### config.mk
export PLATFORM = sky130hd
export DESIGN_NAME = if_stage_pipe
export DESIGN_NICKNAME = d
export VERILOG_FILES = /design/src/rtl/if_stage_pipe.sv
export SDC_FILE = /design/constraint.sdc
export NUM_CORES = 1
export LEC_CHECK = 0
export CAP_MARGIN = 20
export CORE_ASPECT_RATIO = 1.75
export CORE_MARGIN = 5
export CORE_UTILIZATION = 33
export DETAILED_ROUTE_END_ITERATION = 10
export GPL_ROUTABILITY_DRIVEN = 0
export PLACE_DENSITY = 0.66
export SKIP_LAST_GASP = 1
export SYNTH_ARGS = -nofsm -noshare
export SYNTH_HDL_FRONTEND = slang
export SYNTH_SLANG_ARGS = --single-unit
### constraint.sdc
create_clock -name clk -period 6.1 [get_ports clk]
set_input_delay 1.525 -clock clk [delete_from_list [all_inputs] [get_ports clk]]
set_output_delay 1.525 -clock clk [all_outputs]
set_load 0.005 [all_outputs]
### src/rtl/if_stage_pipe.sv
// Instruction-fetch stage with IF/ID pipeline register for the 5-stage ARM-subset core.
// Optional macro IF_PERF_COUNTERS_EN adds saturating fetch/stall/flush event counters.
module if_stage_pipe #(
  parameter int              ADDR_W    = 32,
  parameter logic [ADDR_W-1:0] RESET_PC = {ADDR_W{1'b0}},
  parameter logic [31:0]     NOP_INSTR = 32'h0000_0000
) (
  input  logic              clk,
  input  logic              rst,
  input  logic              hazard_Detected,
  input  logic              mem_freeze,
  input  logic              branch_taken,
  input  logic [ADDR_W-1:0] branch_addr,
  output logic              imem_req,
  output logic [ADDR_W-1:0] imem_addr,
  input  logic              imem_ready,
  input  logic [31:0]       imem_rdata,
  output logic [ADDR_W-1:0] id_pc,
  output logic [31:0]       id_instr,
`ifdef IF_PERF_COUNTERS_EN
  output logic [31:0]       perf_fetched,
  output logic [31:0]       perf_stall,
  output logic [31:0]       perf_flush,
`endif
  output logic              id_valid
);

  typedef enum logic [1:0] {
    ST_FETCH    = 2'd0,
    ST_STALL    = 2'd1,
    ST_REDIRECT = 2'd2
  } state_t;

  localparam logic [ADDR_W-1:0] PC_STEP = ADDR_W'(3'd4);

  state_t            state_r, state_next_s;
  logic [ADDR_W-1:0] pc_r, pc_next_s;
  logic [ADDR_W-1:0] id_pc_r, id_pc_next_s;
  logic [31:0]       id_instr_r, id_instr_next_s;
  logic              id_valid_r, id_valid_next_s;
  logic              fetch_s, stall_s, flush_s;

  assign imem_addr = pc_r;
  assign imem_req  = ~rst & ~mem_freeze & ~hazard_Detected & ~branch_taken;
  assign id_pc     = id_pc_r;
  assign id_instr  = id_instr_r;
  // A redirect cycle never presents a valid instruction, even if the register were upset.
  assign id_valid  = id_valid_r & (state_r != ST_REDIRECT);

  // Priority resolution: freeze > branch > hazard > memory not ready > normal fetch.
  always_comb begin
    pc_next_s       = pc_r;
    id_pc_next_s    = id_pc_r;
    id_instr_next_s = id_instr_r;
    id_valid_next_s = id_valid_r;
    state_next_s    = ST_FETCH;
    fetch_s         = 1'b0;
    stall_s         = 1'b0;
    flush_s         = 1'b0;
    if (mem_freeze) begin
      state_next_s = ST_STALL;
      stall_s      = 1'b1;
    end else if (branch_taken) begin
      pc_next_s       = branch_addr;
      id_pc_next_s    = {ADDR_W{1'b0}};
      id_instr_next_s = NOP_INSTR;
      id_valid_next_s = 1'b0;
      state_next_s    = ST_REDIRECT;
      flush_s         = 1'b1;
    end else if (hazard_Detected) begin
      state_next_s = ST_STALL;
      stall_s      = 1'b1;
    end else if (!imem_ready) begin
      id_pc_next_s    = {ADDR_W{1'b0}};
      id_instr_next_s = NOP_INSTR;
      id_valid_next_s = 1'b0;
      state_next_s    = ST_STALL;
      stall_s         = 1'b1;
    end else begin
      pc_next_s       = pc_r + PC_STEP;
      id_pc_next_s    = pc_r + PC_STEP;
      id_instr_next_s = imem_rdata;
      id_valid_next_s = 1'b1;
      state_next_s    = ST_FETCH;
      fetch_s         = 1'b1;
    end
  end

  // PC, IF/ID register and state register.
  always_ff @(posedge clk) begin
    if (rst) begin
      pc_r       <= RESET_PC;
      id_pc_r    <= {ADDR_W{1'b0}};
      id_instr_r <= NOP_INSTR;
      id_valid_r <= 1'b0;
      state_r    <= ST_FETCH;
    end else begin
      pc_r       <= pc_next_s;
      id_pc_r    <= id_pc_next_s;
      id_instr_r <= id_instr_next_s;
      id_valid_r <= id_valid_next_s;
      case (state_next_s)
        ST_FETCH:    state_r <= ST_FETCH;
        ST_STALL:    state_r <= ST_STALL;
        ST_REDIRECT: state_r <= ST_REDIRECT;
        default:     state_r <= ST_FETCH;
      endcase
    end
  end

`ifdef IF_PERF_COUNTERS_EN
  logic [31:0] perf_fetched_r, perf_stall_r, perf_flush_r;

  function automatic logic [31:0] sat_inc(input logic [31:0] v);
    if (v == 32'hFFFF_FFFF) sat_inc = v;
    else                    sat_inc = v + 32'd1;
  endfunction

  assign perf_fetched = perf_fetched_r;
  assign perf_stall   = perf_stall_r;
  assign perf_flush   = perf_flush_r;

  // Saturating event counters.
  always_ff @(posedge clk) begin
    if (rst) begin
      perf_fetched_r <= 32'd0;
      perf_stall_r   <= 32'd0;
      perf_flush_r   <= 32'd0;
    end else begin
      if (fetch_s) perf_fetched_r <= sat_inc(perf_fetched_r);
      if (stall_s) perf_stall_r   <= sat_inc(perf_stall_r);
      if (flush_s) perf_flush_r   <= sat_inc(perf_flush_r);
    end
  end
`else
  logic unused_events_s;
  assign unused_events_s = fetch_s ^ stall_s ^ flush_s;
`endif

endmodule
==> results_dict.tcl <==
set metrics [dict create \
    rsz_0062_raised_after_global_routing "false" \
    slew_worst_pin_ns 0.9901 \
    die-width_um 98.95 \
    die_area_sq_mm 0.01639 \
    detail_routed_via_count_per_cell 5.408 \
    share_of_synthesized_registers_carrying_an_async_set_or_reset_pct 0 \
    post-synth-top-area-cell "sky130_fd_sc_hd__dfxtp_1" \
    drt-pass1-iter-count 4 \
    vdd_drop_max_v 0.0001624 \
    clockPowerShare_pct 37.9 \
    grt_start_max_net_pins 81 \
    globalRoute.totalOverflow 0 \
    drt-total-wl_mm 15.82 \
    area_fraction_in_and_or_nand_and_nor_cells_after_synthesis_pct 21.80 \
    compound_gate_fraction_of_synth_area_pct 23.49 \
    clk_latency_ns 0.34 \
    worst_setup_ep_type "output pin" \
    worst_r2r_path_cells 6 \
    ys_top_cells_by_area "sky130_fd_sc_hd__dfxtp_1 43%, sky130_fd_sc_hd__a22oi_1 8.2%, sky130_fd_sc_hd__nor2_1 6.2%" \
    status "complete, no violations" \
    postCtsSetupBuffers 0 \
    std_cell_rows 57 \
    design.core.area_sq_mm 0.01376 \
    cts-root-to-sink-buffers 2 \
    post-dp-hpwl_mm 11.69 \
    number_of_drc_markers_in_iteration_0 220 \
    post-route-drc-count 0 \
    cellInternalPower_w 0.001040 \
    grt_pass1_wl_mm 25.03 \
    slew_viol_final 0 \
    initial_utilization_pct 33.20 \
    groute.usage.overall_pct 18.97 \
    final_nets 759 \
    synth.area.mux_share_pct 1.123 \
    post-route-period-util_pct 75.29 \
    vias 4705 \
    ys_flop_type "sky130_fd_sc_hd__dfxtp_1" \
    flow.area_growth_from_synthesis_pct 44.03 \
    worst_hold_path_type "flip-flop to flip-flop" \
    netSwitchingPower_w 0.0003621 \
    worst_hold_path.num_cells 2 \
    power_leakage_nw 2.211 \
    fmax_mhz 217.7 \
    share_comb_of_total_power_pct 13.0 \
    postSynthNetCount 622 \
    worst_path_clk_slew_ns 0.07 \
    grt_antenna_before_repair 0 \
    critPathMaxFanout 16 \
    post_synth_xor_area_fraction_pct 5.175 \
    synth-adder-area-share_pct 0.2738 \
    mostFrequentLayoutCells "165 x sky130_fd_sc_hd__clkdlybuf4s50_1, 99 x sky130_fd_sc_hd__dfxtp_1, 75 x sky130_fd_sc_hd__nor2_1, 53 x sky130_fd_sc_hd__nand2_1, 50 x sky130_fd_sc_hd__a22oi_1" \
    height_of_the_chip_um 165.7 \
    fraction_of_final_layout_cells_with_drive_strength_greater_than_1_pct 5.339 \
    worstPathArrival_ns 3.07 \
    timing.critical_path.from_type "input pin" \
    synthesis.area_per_instance_sq_um 8.293 \
    syn-cell-area_sq_mm 0.004569 \
    layout_commonest_cell "sky130_fd_sc_hd__clkdlybuf4s50_1" \
    io_pins 168 \
    ctsRootBufferMaster "sky130_fd_sc_hd__clkbuf_16" \
    finalSetupViolations 0 \
    cp.required_ns 4.58 \
    ctsResizeCount 0 \
    tritoncts "built" \
    cts_hold_repair.buffers 0 \
    number_of_global_route_vias_before_repair 4709 \
    cts.htree.levels 3 \
    synthesized_instance_count 551 \
    yosysUniqueCellTypes 60 \
    port_buffer_count 167 \
    worst_slew_margin_rel_pct 33.85 \
    synthesis.yosys.warnings 0 \
    synth_edf_count 0 \
    dominant_combinational_cell_family_by_area_after_synthesis "compound AO/OA/AOI/OAI gates" \
    routed_wire_length_per_instance_um 18.18 \
    fin_crit_ns 4.593 \
    tritoncts_num_sinks 99 \
    power_density_mw_per_mm2 213.0 \
    pwr-share-seq_pct 49.1 \
    diodes 0 \
    route.antenna.remaining_nets 0 \
    total_power_draw_w 0.001402 \
    hold_violations 0 \
    yosys_register_bits 99 \
    setup_skew_after_layout_ns 0.008365 \
    synth_seq_area_share_pct 43.37 \
    cts-buffers-inserted 9 \
    finalSetupTns_ns 0 \
    critPathKind "input pin to output pin" \
    synthDominantCellAreaShare_pct 43.37 \
    max_cap_viol_count 0 \
    switching_share_pct 25.83 \
]
==> cell usage after synthesis (3+ instances only) <==
library cell                instances
sky130_fd_sc_hd__o21ai_1            7
sky130_fd_sc_hd__o31ai_1            3
sky130_fd_sc_hd__a21oi_1           24
sky130_fd_sc_hd__dfxtp_1           99
sky130_fd_sc_hd__a211oi_1           9
sky130_fd_sc_hd__a31oi_1            3
sky130_fd_sc_hd__o211ai_1           4
sky130_fd_sc_hd__a2bb2oi_1          6
sky130_fd_sc_hd__nand4_1           10
sky130_fd_sc_hd__nor2_1            75
sky130_fd_sc_hd__nor2b_1            6
sky130_fd_sc_hd__o21a_1             3
sky130_fd_sc_hd__a21o_1             3
sky130_fd_sc_hd__nand3_1           15
sky130_fd_sc_hd__buf_2              7
sky130_fd_sc_hd__xnor2_1           19
sky130_fd_sc_hd__mux2i_1            4
sky130_fd_sc_hd__a22oi_1           50
sky130_fd_sc_hd__xor2_1             8
sky130_fd_sc_hd__nor3_1            13
sky130_fd_sc_hd__and3_1             5
sky130_fd_sc_hd__clkbuf_1          31
sky130_fd_sc_hd__nand2_1           53
sky130_fd_sc_hd__o22ai_1            6
sky130_fd_sc_hd__nand2b_1           3
sky130_fd_sc_hd__and2_1             7
sky130_fd_sc_hd__inv_1              7
sky130_fd_sc_hd__buf_1              5
sky130_fd_sc_hd__nor4_1             4
sky130_fd_sc_hd__o21ai_0           25
==> through the flow <==
| step | hold slack, ns | utilization (%) | std cells | area [sq um] | setup WS, ns |
|---|---|---|---|---|---|
| finish | 0.4453 | 47.81 | 870 | 6581 | 1.507 |
| detailed placement | 0.4403 | 45.84 | 854 | 6310 | 1.477 |
| floorplan | 0.4419 | - | 551 | 4569 | 2.365 |
| global placement | 0.4363 | 45.84 | 854 | 6310 | 1.450 |
| CTS | 0.4495 | 47.81 | 870 | 6581 | 1.493 |
| global route | 0.4736 | 47.81 | 870 | 6581 | 1.401 |
==> state kept, by name (all words and copies together) (netlist names) <==
| name | count |
|---|---|
| state_r | 2 |
| id_pc | 32 |
| id_instr | 32 |
| id_valid_r | 1 |
| imem_addr | 32 |
==> final cells by class <==
type	count	area (sq um)
Clock buffer	10	229.0
Sequential cell	99	1982
Multi-Input combinational cell	398	2377
Tap cell	177	221.5
Timing Repair Buffer	172	1699
Inverter	8	30.03
Fill cell	1338	7183
Clock inverter	6	42.54
==> final timing paths <==
path	start	to	slack (ns)
max reg2reg	imem_addr[3]	id_pc[26]	3.47
min reg2reg	id_pc[17]	id_pc[17]	0.45
max	mem_freeze	imem_req	1.51
min	id_pc[17]	id_pc[17]	0.45
==> cell families (layout without fill, tap and decap cells) <==
kind of cell               after synthesis  count (layout)
DFF                                     99              99
adders and majority gates                1               1
AOI/OAI and AO/OA                      158             158
muxes                                    5               5
buffers and inverters                   54             196
and+or+nand+nor                        207             207
xor gates and xnor gates                27              27
==> per-layer routing <==
layer	track usage, %	up-vias	part of all wire [%]
met3	5.850	28	8.1
met5	0	-	0
met1	20.13	2226	36
met4	6.718	0	2.3
met2	34.63	207	53
li1	-	2244	-
==> power groups by stage <==
stage	combinational, W	sequential (W)	clock, W
global route	0.000198	0.000691	0.000567
global placement	0.000180	0.000701	0
CTS	0.000184	0.000688	0.000542
detailed placement	0.000183	0.000702	0
finish	0.000183	0.000688	0.000531
floorplan	0.0000856	0.000694	0
==> critical path, cell delays in order <==
cell                              delay, ns
sky130_fd_sc_hd__clkdlybuf4s50_1       0.72
sky130_fd_sc_hd__nor3_1                0.29
sky130_fd_sc_hd__clkdlybuf4s50_1       0.53
No activity file was read; power rests on OpenSTA's default activity.
